--- src/rtl/leaf_stream_bridge.sv ---
// leaf_stream_bridge
//   Bridges a leaf of the packet network (BFT) to a set of user streams.
//   Inbound : packets from the network are sorted by their port field into
//             one show-ahead FIFO per output port. A packet is dropped when its
//             port does not exist or its FIFO is full. The leaf field is ignored.
//   Outbound: a round-robin arbiter picks one requesting user input port per
//             cycle. The granted word is wrapped into a packet with that port's
//             destination leaf/port and a per-port sequence number. The packet
//             is registered onto the network output one cycle later. `resend`
//             replays the last packet that was sent.
//   Packet layout (MSB..LSB): valid | leaf | port | addr | payload.
//
// Ports
//   clk, reset                 clock; synchronous active-high reset
//   din_leaf_bft2interface     inbound packet from the network
//   dout_leaf_interface2bft    registered outbound packet to the network
//   resend                     replay the last outbound packet
//   dout_leaf_interface2user   per-output-port payload (show-ahead)
//   vld_interface2user         per-output-port valid (FIFO non-empty)
//   ack_user2interface         per-output-port accept from the user
//   din_leaf_user2interface    per-input-port payload from the user
//   vld_user2interface         per-input-port request from the user
//   ack_interface2user         per-input-port one-hot grant (combinational)
//   drop_count                 saturating inbound drop counter; present only
//                              when LEAF_DROP_CNT_EN is defined
module leaf_stream_bridge #(
  parameter int unsigned PAYLOAD_BITS  = 32,
  parameter int unsigned NUM_LEAF_BITS = 5,
  parameter int unsigned NUM_PORT_BITS = 4,
  parameter int unsigned NUM_ADDR_BITS = 7,
  parameter int unsigned PACKET_BITS   = 1 + NUM_LEAF_BITS + NUM_PORT_BITS + NUM_ADDR_BITS + PAYLOAD_BITS,
  parameter int unsigned NUM_IN_PORTS  = 2,
  parameter int unsigned NUM_OUT_PORTS = 2,
  parameter int unsigned FIFO_DEPTH    = 16,
  parameter logic [NUM_IN_PORTS*NUM_LEAF_BITS-1:0] DEST_LEAF_TABLE = '0,
  parameter logic [NUM_IN_PORTS*NUM_PORT_BITS-1:0] DEST_PORT_TABLE = '0
) (
  input  logic                                  clk,
  input  logic                                  reset,
  input  logic [PACKET_BITS-1:0]                din_leaf_bft2interface,
  output logic [PACKET_BITS-1:0]                dout_leaf_interface2bft,
  input  logic                                  resend,
  output logic [NUM_OUT_PORTS*PAYLOAD_BITS-1:0] dout_leaf_interface2user,
  output logic [NUM_OUT_PORTS-1:0]              vld_interface2user,
  input  logic [NUM_OUT_PORTS-1:0]              ack_user2interface,
  input  logic [NUM_IN_PORTS*PAYLOAD_BITS-1:0]  din_leaf_user2interface,
  input  logic [NUM_IN_PORTS-1:0]               vld_user2interface,
  output logic [NUM_IN_PORTS-1:0]               ack_interface2user
`ifdef LEAF_DROP_CNT_EN
  ,
  output logic [15:0]                           drop_count
`endif
);

  localparam int unsigned AW       = $clog2(FIFO_DEPTH);
  localparam int unsigned PW       = AW + 1;
  localparam int unsigned IW       = (NUM_IN_PORTS > 1) ? $clog2(NUM_IN_PORTS) : 1;
  localparam int unsigned ADDR_LSB = PAYLOAD_BITS;
  localparam int unsigned PORT_LSB = PAYLOAD_BITS + NUM_ADDR_BITS;
  localparam int unsigned LEAF_LSB = PORT_LSB + NUM_PORT_BITS;

  // ---------------------------------------------------------------- inbound
  logic                     in_vld;
  logic [NUM_PORT_BITS-1:0] in_port;
  logic [PAYLOAD_BITS-1:0]  in_pay;
  logic [NUM_OUT_PORTS-1:0] wr_en;
  logic [NUM_OUT_PORTS-1:0] rd_en;
  logic                     unused_in_fields;

  assign in_vld  = din_leaf_bft2interface[PACKET_BITS-1];
  assign in_port = din_leaf_bft2interface[PORT_LSB +: NUM_PORT_BITS];
  assign in_pay  = din_leaf_bft2interface[PAYLOAD_BITS-1:0];
  // Leaf and sequence fields of inbound packets carry no meaning here.
  assign unused_in_fields = ^{din_leaf_bft2interface[LEAF_LSB +: NUM_LEAF_BITS],
                              din_leaf_bft2interface[ADDR_LSB +: NUM_ADDR_BITS]};

  for (genvar p = 0; p < NUM_OUT_PORTS; p++) begin : g_fifo
    logic [PW-1:0]           wr_ptr_q, wr_ptr_d;
    logic [PW-1:0]           rd_ptr_q, rd_ptr_d;
    logic [PAYLOAD_BITS-1:0] mem_q [FIFO_DEPTH];
    logic                    full;
    logic                    empty;

    // Pointers carry one extra wrap bit so full and empty are distinguishable.
    // Full is taken from the registered pointers, so a read in the same cycle
    // does not make room for a write.
    assign empty    = (wr_ptr_q == rd_ptr_q);
    assign full     = ((wr_ptr_q - rd_ptr_q) == PW'(FIFO_DEPTH));
    assign wr_en[p] = in_vld && (in_port == NUM_PORT_BITS'(p)) && !full;
    assign rd_en[p] = !empty && ack_user2interface[p];
    assign wr_ptr_d = wr_en[p] ? wr_ptr_q + 1'b1 : wr_ptr_q;
    assign rd_ptr_d = rd_en[p] ? rd_ptr_q + 1'b1 : rd_ptr_q;

    assign vld_interface2user[p] = !empty;
    assign dout_leaf_interface2user[p*PAYLOAD_BITS +: PAYLOAD_BITS] = mem_q[rd_ptr_q[AW-1:0]];

    always_ff @(posedge clk) begin
      if (reset) begin
        wr_ptr_q <= '0;
        rd_ptr_q <= '0;
      end else begin
        wr_ptr_q <= wr_ptr_d;
        rd_ptr_q <= rd_ptr_d;
      end
    end

    always_ff @(posedge clk) begin
      if (wr_en[p]) mem_q[wr_ptr_q[AW-1:0]] <= in_pay;
    end
  end

`ifdef LEAF_DROP_CNT_EN
  logic        in_drop;
  logic [15:0] drop_cnt_q, drop_cnt_d;

  // Any valid packet not written to a FIFO was dropped (bad port or full).
  assign in_drop    = in_vld && (wr_en == '0);
  assign drop_cnt_d = (in_drop && (drop_cnt_q != '1)) ? drop_cnt_q + 16'd1 : drop_cnt_q;
  assign drop_count = drop_cnt_q;

  always_ff @(posedge clk) begin
    if (reset) drop_cnt_q <= '0;
    else       drop_cnt_q <= drop_cnt_d;
  end
`endif

  // --------------------------------------------------------------- outbound
  logic [IW-1:0]                         rr_q, rr_d;
  logic [IW-1:0]                         cand;
  logic [IW-1:0]                         gnt_idx;
  logic                                  gnt_found;
  logic                                  send;
  logic [NUM_IN_PORTS*NUM_ADDR_BITS-1:0] seq_q, seq_d;
  logic [PACKET_BITS-1:0]                last_q, last_d;
  logic [PACKET_BITS-1:0]                dout_q, dout_d;
  logic [NUM_LEAF_BITS-1:0]              sel_leaf;
  logic [NUM_PORT_BITS-1:0]              sel_port;
  logic [NUM_ADDR_BITS-1:0]              sel_seq;
  logic [PAYLOAD_BITS-1:0]               sel_data;

  // rr_q holds the first port to examine (last grant + 1).
  always_comb begin
    gnt_found = 1'b0;
    gnt_idx   = '0;
    cand      = '0;
    for (int unsigned k = 0; k < NUM_IN_PORTS; k++) begin
      cand = IW'((32'(rr_q) + k) % NUM_IN_PORTS);
      if (!gnt_found && vld_user2interface[cand]) begin
        gnt_found = 1'b1;
        gnt_idx   = cand;
      end
    end
    send               = gnt_found && !resend && !reset;
    ack_interface2user = '0;
    if (send) ack_interface2user[gnt_idx] = 1'b1;
  end

  always_comb begin
    sel_leaf = DEST_LEAF_TABLE[32'(gnt_idx)*NUM_LEAF_BITS +: NUM_LEAF_BITS];
    sel_port = DEST_PORT_TABLE[32'(gnt_idx)*NUM_PORT_BITS +: NUM_PORT_BITS];
    sel_seq  = seq_q[32'(gnt_idx)*NUM_ADDR_BITS +: NUM_ADDR_BITS];
    sel_data = din_leaf_user2interface[32'(gnt_idx)*PAYLOAD_BITS +: PAYLOAD_BITS];
    seq_d    = seq_q;
    rr_d     = rr_q;
    last_d   = last_q;
    dout_d   = '0;
    if (resend) begin
      dout_d = last_q;
    end else if (send) begin
      dout_d = {1'b1, sel_leaf, sel_port, sel_seq, sel_data};
      last_d = dout_d;
      seq_d[32'(gnt_idx)*NUM_ADDR_BITS +: NUM_ADDR_BITS] = sel_seq + 1'b1;
      rr_d   = (32'(gnt_idx) == NUM_IN_PORTS - 1) ? '0 : gnt_idx + 1'b1;
    end
  end

  always_ff @(posedge clk) begin
    if (reset) begin
      rr_q   <= '0;
      seq_q  <= '0;
      last_q <= '0;
      dout_q <= '0;
    end else begin
      rr_q   <= rr_d;
      seq_q  <= seq_d;
      last_q <= last_d;
      dout_q <= dout_d;
    end
  end

  assign dout_leaf_interface2bft = dout_q;

endmodule

--- config.mk ---
export PLATFORM = sky130hd
export DESIGN_NAME = leaf_stream_bridge
export DESIGN_NICKNAME = d
export VERILOG_FILES = /design/src/rtl/leaf_stream_bridge.sv
export SDC_FILE = /design/constraint.sdc
export NUM_CORES = 1
export LEC_CHECK = 0
export ABC_AREA = 0
export ABC_CLOCK_PERIOD_IN_PS = 8500
export CAP_MARGIN = 0
export CORE_UTILIZATION = 30
export CTS_CLUSTER_SIZE = 8
export DETAILED_ROUTE_END_ITERATION = 7
export DONT_BUFFER_PORTS = 1
export GPL_TIMING_DRIVEN = 1
export PLACE_DENSITY_LB_ADDON = 0.2
export SYNTH_ARGS = -nofsm -noshare
export SYNTH_HDL_FRONTEND = slang
export SYNTH_SLANG_ARGS = --single-unit
--- constraint.sdc ---
create_clock -name clk -period 8.5 [get_ports clk]
set_clock_uncertainty 0.05 [all_clocks]
set_input_delay 0.85 -clock clk [delete_from_list [all_inputs] [get_ports clk]]
set_output_delay 0.85 -clock clk [all_outputs]
set_load 0.05 [all_outputs]
# After elaboration in Yosys (flattened, before gate mapping)
# Memory sizes are Yosys's and may differ from the RTL's. A register that Yosys moved wholly into a read port is not among the register bits.
# Cells that the tools add are included.
[op_classes]
addsub = 10
n_mul = 2
n_lt_le_gt_ge = 4
eq_ne = 5
shift = 6
mux = 23
n_bitwise = 1
reduce_logical = 19
[ops]
columns = ["cell", "count"]
rows = [
  ["$mux W49", 2],
  ["$shiftx A64 B7 Y32", 1],
  ["$neg A4 Y34", 1],
  ["$shift A7 B34 Y14 const A", 1],
  ["$shiftx A7 B34 Y14", 1],
  ["$add A5 B1 Y5 const B", 4],
  ["$mux W4", 4],
  ["$bwmux W14", 1],
  ["$mux W1", 14],
  ["$shiftx A14 B5 Y7", 1],
  ["$eq A5 B5 Y1", 2],
  ["$eq A5 B5 Y1 const B", 2],
  ["$logic_and A1 B1 Y1", 10],
  ["$shiftx A10 B5 Y5 const A", 1],
  ["$sub A5 B5 Y5", 2],
  ["$mul A1 B3 Y4 const B", 2],
  ["$shiftx A8 B4 Y4 const A", 1],
  ["$add A7 B1 Y7 const B", 1],
  ["$logic_not A1 Y1", 7],
  ["$lt A1 B2 Y1 const B", 3],
  ["$eq A4 B1 Y1 const B", 1],
  ["$logic_not A4 Y1", 1],
  ["$add A1 B1 Y1 const B", 2],
  ["$mux W2", 1],
  ["4 further kinds", 4],
]
[totals]
ff_bits = 133
mem_bits_rw = 1024
in_bits = 120
out_inout_bits = 117
word_cells = 80
memories = 2
[mem_list]
columns = ["memory", "depth", "word_bits", "read_ports", "rd_clocked_by_memory_dff", "wr", "line_no", "text"]
rows = [
  ["g_fifo[0].mem_q", 16, 32, 1, 1, 1, "80", "logic [PAYLOAD_BITS-1:0] mem_q [FIFO_DEPTH];"],
  ["g_fifo[1].mem_q", 16, 32, 1, 1, 1, "80", ""],
]

# Depth between registers and ports, before layout
# Gate-level depths: netlist of the first run.
[depth]
word_depth = 11
ltp_mapped = 9

# Least setup slack after synthesis of the first run
# Ideal clock, no wire load.
[synth_timing]
path_type = "input to register"
startpoint = "input din_leaf_bft2interface[40]"
endpoint = "register g_fifo[0].wr_ptr_q[4]"
t_arrival_ns = 4.454
required_time_ns = 8.329
slack_ns = 3.875
cell_stages = 5
n_path_buf = 0
cell_sequence = "nor4b_1 nor2b_1 nand2_1 nor3b_1 mux2_2"
[synth_between]
elab_chain_len = 3
[synth_lines]
columns = ["item", "line_no", "text"]
rows = [
  ["start, declared", "40", "input logic [PACKET_BITS-1:0] din_leaf_bft2interface,"],
  ["$logic_not A4 Y1", "89", "assign wr_en[p] = in_vld && (in_port == NUM_PORT_BITS'(p)) && !full;"],
  ["$logic_and A1 B1 Y1 (2 in series)", "89", ""],
  ["end signal, assigned", "102", "wr_ptr_q <= wr_ptr_d;"],
  ["end, declared", "78", "logic [PW-1:0] wr_ptr_q, wr_ptr_d;"],
]
# No other way between the ends.
# A chain may end at the register's enable or synchronous reset.

==> results_dict.tcl, run 1 <==
set metrics [dict create \
    drive_gt1_frac 0.275 \
    r2r_cells 7 \
    synthCells 2015 \
    core_area_mm2 0.144 \
    dieArea_mm2 0.146 \
    worstPathMaxFanout 69 \
    slew_viol_final 0 \
    viasPerCell 4.91 \
    cp_cell_sequence "buf_4 -> mux4_2 -> mux4_2" \
    final_common_cell "edfxtp_1" \
    cts_resized 0 \
    wirelength_mm 103 \
    cts_tree "done" \
    port_buffers 0 \
    worstPathRequired_ns 7.60 \
    period_minus_slack_ns 4.92 \
    timing.rr.end "g_fifo[0].mem_q[14][10]" \
    holdPathEnd "last_q[29]" \
    clock-sinks 1147 \
    path_common_cell "mux4_2" \
    postCtsHoldBufs 0 \
    crit_type "register to output pin" \
    finalNetCount 2269 \
    ys_seq_elements 1147 \
    gp_congestion 0.746 \
    status "complete, but fails checks" \
    crit_path_end_kind "output pin" \
    synthArstFlopShare 0 \
    reg2reg_slack_ns 4.63 \
    post_cts_buffers 0 \
    finalCritPeriodShare 0.579 \
    route.detailed.drc 16 \
    start_util 0.302 \
    clock_path_buffers 3 \
    synth_cell_types 50 \
    first_pass_iters 7 \
    synthFlopType "edfxtp_1" \
    violations "DRC" \
    die_x_um 382 \
    fp-row-count 139 \
    final_cell_mix "edfxtp_1, mux4_2, clkbuf_16" \
    critPathSlowestCell "dfxtp_4" \
    numCtsBuffers 162 \
    register_area_mm2 0.0332 \
    grt_pass1_wl_mm 151 \
    wl_per_cell_um 25.5 \
    avgSynthCellArea_um2 21.5 \
    synth_top_area_frac 0.708 \
    antennaDiodeCount 0 \
    grt_pass1_vias 22100 \
    crit_path_max_incr_delay_ns 1.09 \
    clk_pin_slew_ns 0.05 \
    pin_count 237 \
    vdd_drop_max_v 0.000146 \
    synthTopCellsByArea "edfxtp_1, mux4_2, dfxtp_1, nand2_1, a22oi_1" \
    yosysSeqAreaShare 0.765 \
    yosys_warnings 0 \
    synth_area_mm2 0.0434 \
    drt_iter0_markers 1528 \
    dp_hpwl_mm 53.2 \
    worst_pin_slew_ns 1.16 \
    hold_viol_final 0 \
    relSlewSlack 0.227 \
    p_leak_nw 15.6 \
    drtAntennaViolNets 0 \
    n_fill_cell 13300 \
    track_usage 0.143 \
    finalSetupViolCount 0 \
    gr-total-overflow 0 \
    hold_path_startpoint "reset" \
    fmax_mhz 203 \
    critical-path-top-delay-family "multiplexers" \
    cts_htree_levels 4 \
    syn2layout_area_growth_pct 15.9 \
    r2r-start "g_fifo[0].wr_ptr_q[2]" \
    crit_buf_inv 1 \
    grt_max_degree 92 \
    pwr_density_cell_mw_per_mm2 243 \
    antenna_found_initial 4 \
    hp-class "input port to register" \
    hold_depth 1 \
    netlist.top_cell.by_area "edfxtp_1" \
    fin_setup_tns_ns 0 \
    hold_ws_ns 0.112 \
    die_y_um 382 \
    rsz0062_at_grt "false" \
    cp_data_arrival_time_ns 4.02 \
    max-cap-violations 0 \
    cts_root_buf "clkbuf_16" \
    multi_input_area_mm2 0.00981 \
    synth_edf_count 1024 \
    startpoint_type "register" \
    routed-via-count 19900 \
    insertion_delay_ns 0.77 \
]
[sequential cells by signal, summed over array words and instances (netlist names), named ones only]
name / flops
dout_leaf_interface2bft: 40
g_fifo.mem_q: 1024
g_fifo.rd_ptr_q: 10
g_fifo.wr_ptr_q: 10
last_q: 40
rr_q: 1
seq_q: 14
[report_power, final]
part,internal [mW],switching (mW)
logic,0.0970,0.143
clock network,3.47,2.29
registers,6.17,0.0565
total,9.74,2.49
[layer usage]
layer	track usage	up-vias	routed length [um]
met3	0.0345	148	5390
li1	-	8481	-
met4	0.0410	6	2000
met2	0.240	504	51900
met1	0.185	10800	44100
met5	0	-	41
[worst max-delay path by stage]
stage	startpoint	to	cells after the start
after floorplan	din_leaf_bft2interface[40]	g_fifo[0].wr_ptr_q[4]	5
after global placement	din_leaf_bft2interface[40]	g_fifo[0].mem_q[14][13]	6
after detailed placement	din_leaf_bft2interface[40]	g_fifo[0].mem_q[14][13]	6
after CTS	register	dout_leaf_interface2user[4]	3
after global routing	register	dout_leaf_interface2user[4]	3
final	register	dout_leaf_interface2user[4]	3
[synthesized netlist by cell type (2+ instances only)]
cell	n
o31a_1	2
a22oi_1	32
a31oi_1	3
nand2_1	149
a21o_1	11
dfxtp_1	123
buf_1	15
and3_1	26
a211oi_1	3
and2_1	6
nor4b_1	2
a21oi_1	17
or3_1	6
nand3_1	5
mux4_2	320
nand2b_1	5
or4_1	2
xor2_1	8
mux2i_1	10
edfxtp_1	1024
mux2_2	3
inv_1	17
buf_2	14
nand4_1	5
nand3b_1	4
clkbuf_1	64
nor3b_1	5
o21ai_0	15
xnor2_1	11
nor3_1	6
nor2_1	41
nor2b_1	16
buf_4	10
ha_1	19
[kinds of logic (layout without fill, tap and decap cells)]
kind of cell | Yosys count | after routing | synth area share
flops | 1147 | 1147 | 0.765
xor+xnor | 19 | 19 | 0.00383
mux | 333 | 333 | 0.169
compound gates | 93 | 93 | 0.0144
other cells | 1 | 9 | 0.0000864
fa+ha+maj | 19 | 19 | 0.00548
buf+inv | 120 | 254 | 0.0116
simple gates | 283 | 283 | 0.0302
[area by class of cell]
cell class,count,share of cell area
flip-flops and latches,1147,0.661
multi-input cells,756,0.195
clock buffers,178,0.0837
well taps,1903,0.0473
repair buffers,46,0.00712
clock inverters,13,0.00480
inverters,17,0.00127
[through the flow]
step | util | power [mW] | instance area, um2 | instances | worst slack [ns]
6_report | 0.350 | 12.2 | 50300 | 4060 | 3.58
3_3_place_gp | 0.319 | 6.58 | 45800 | 3869 | 4.05
5_1_grt | 0.350 | 12.6 | 50300 | 4060 | 3.39
2_1_floorplan | - | 6.54 | 43400 | 2023 | 3.88
3_5_place_dp | 0.319 | 6.58 | 45800 | 3869 | 3.89
4_1_cts | 0.350 | 12.4 | 50300 | 4060 | 3.49
No activity file was read; power rests on OpenSTA's default activity.
==> run 2: changes to the inputs <==
- ABC_CLOCK_PERIOD_IN_PS: 8500 -> 5000
- clock period: 8.5 -> 5 ns (I/O delays scaled with it)
==> results_dict.tcl, run 2 (synthesized netlist as in run 1, its figures left out) <==
set metrics [dict create \
    status "complete, but fails checks" \
    violations "DRC" \
    largest_register_ffs 1024 \
    startpoint_type "register" \
    viasPerCell 4.88 \
    port_buffers 0 \
    hp-class "input port to register" \
    die_y_um 382 \
    crit_type "register to output pin" \
    cts_resized 0 \
    clock_path_buffers 3 \
    drt_iter0_markers 1609 \
    dp_cells 3887 \
    drive_gt1_frac 0.278 \
    gp_congestion 0.720 \
    hold_ws_ns 0.0718 \
    antenna_found_initial 3 \
    cts_htree_levels 4 \
    cp_data_arrival_time_ns 3.44 \
    grt_max_degree 57 \
    start_util 0.302 \
    crit_path_end_kind "output pin" \
    post_cts_buffers 0 \
    fin_setup_tns_ns 0 \
    worstPathRequired_ns 4.45 \
    cp_cell_sequence "buf_4 -> mux4_2 -> mux4_2" \
    grt_pass1_wl_mm 154 \
    insertion_delay_ns 0.77 \
    finalCritPeriodShare 0.798 \
    clk_pin_slew_ns 0.05 \
    grt_pass1_vias 22500 \
    gr-total-overflow 0 \
    fp-row-count 139 \
    clock-sinks 1147 \
    worst_pin_slew_ns 1.19 \
    numCtsBuffers 163 \
    path_common_cell "mux4_2" \
    vdd_drop_max_v 0.000244 \
    crit_path_max_incr_delay_ns 0.92 \
    core_area_mm2 0.144 \
    slew_viol_final 0 \
    finalNetCount 2420 \
    track_usage 0.146 \
    period_minus_slack_ns 3.99 \
    die_x_um 382 \
    pwr_density_cell_mw_per_mm2 406 \
    pin_count 237 \
    fmax_mhz 251 \
    final_common_cell "edfxtp_1" \
    critPathSlowestCell "dfxtp_4" \
    relSlewSlack 0.205 \
    cts_tree "done" \
    max-cap-violations 0 \
    dp_hpwl_mm 58.0 \
    final_cells 4220 \
    p_leak_nw 16.4 \
    worstPathMaxFanout 38 \
    final_cell_mix "edfxtp_1, mux4_2, clkbuf_16" \
    syn2layout_area_growth_pct 20.5 \
    power_mw 21.2 \
    wl_per_cell_um 24.9 \
    drtAntennaViolNets 0 \
    n_fill_cell 13200 \
    wirelength_mm 105 \
    route.detailed.drc 32 \
    rsz0062_at_grt "false" \
    finalSetupViolCount 0 \
    routed-via-count 20600 \
    cts_root_buf "clkbuf_16" \
    hold_viol_final 0 \
    first_pass_iters 8 \
    dieArea_mm2 0.146 \
]
## run 2: cell types whose count changed in the layout (fill, tap and decap cells not counted), sizes merged, moves of 3 or more
cell,change
bufinv,+3
clkbuf,+5
buf,+48
dlygate4sd3,+102
## run 2: cell type report
cell class	count	area, um2	area share
sequential	1147	33200	0.635
multi-input combinational	756	9810	0.187
clock buffer	183	4200	0.0802
tap	1903	2380	0.0455
timing repair buffer	196	2300	0.0439
clock inverter	17	335	0.00641
inverter	17	63.8	0.00122
antenna	1	2.50	0.0000478
## run 2: path summary, 6_finish.rpt
check | endpoint | cells past startpoint | from | slack (ns)
worst max-delay path | dout_leaf_interface2user[50] | 3 | register | 1.01
worst min-delay path | last_q[31] | 3 | vld_user2interface[0] | 0.07
worst min register to register | last_q[14] | 2 | last_q[14] | 0.39
worst max register to register | g_fifo[1].mem_q[10][25] | 7 | g_fifo[1].wr_ptr_q[1] | 1.64
## run 2: layer usage
metal | up-vias | global-route usage | wire, um
met5 | - | 0 | 32
met4 | 4 | 0.0449 | 2410
met3 | 190 | 0.0382 | 5990
met2 | 520 | 0.242 | 52200
met1 | 11100 | 0.187 | 44500
li1 | 8800 | - | -
## run 2: power breakdown
part	switching (mW)	internal (mW)	total, mW
Combinational	0.403	0.268	0.671
Clock	3.93	6.03	9.95
Sequential	0.0979	10.5	10.6
Total	4.43	16.8	21.2
## run 2: worst max-delay path: cells and delay by family, from the launching register on
| kind | cells | cell delay (ns) |
|---|---|---|
| DFF | 1 | 0.92 |
| buffers and inverters | 1 | 0.46 |
| muxes | 2 | 1.23 |
## run 2: through the flow
stage / util / setup WS (ns) / instance area [um2]
after floorplan: - / 0.477 / 43400
after global placement: 0.321 / 1.55 / 46200
after detailed placement: 0.321 / 1.54 / 46200
after CTS: 0.364 / 0.828 / 52300
after global routing: 0.364 / 0.752 / 52300
final: 0.364 / 1.01 / 52300
## run 2: what timing repair did
item	in CTS	in global routing
hold endpoints to repair	1141	0
hold buffers	132	0
setup endpoints to repair	0	0
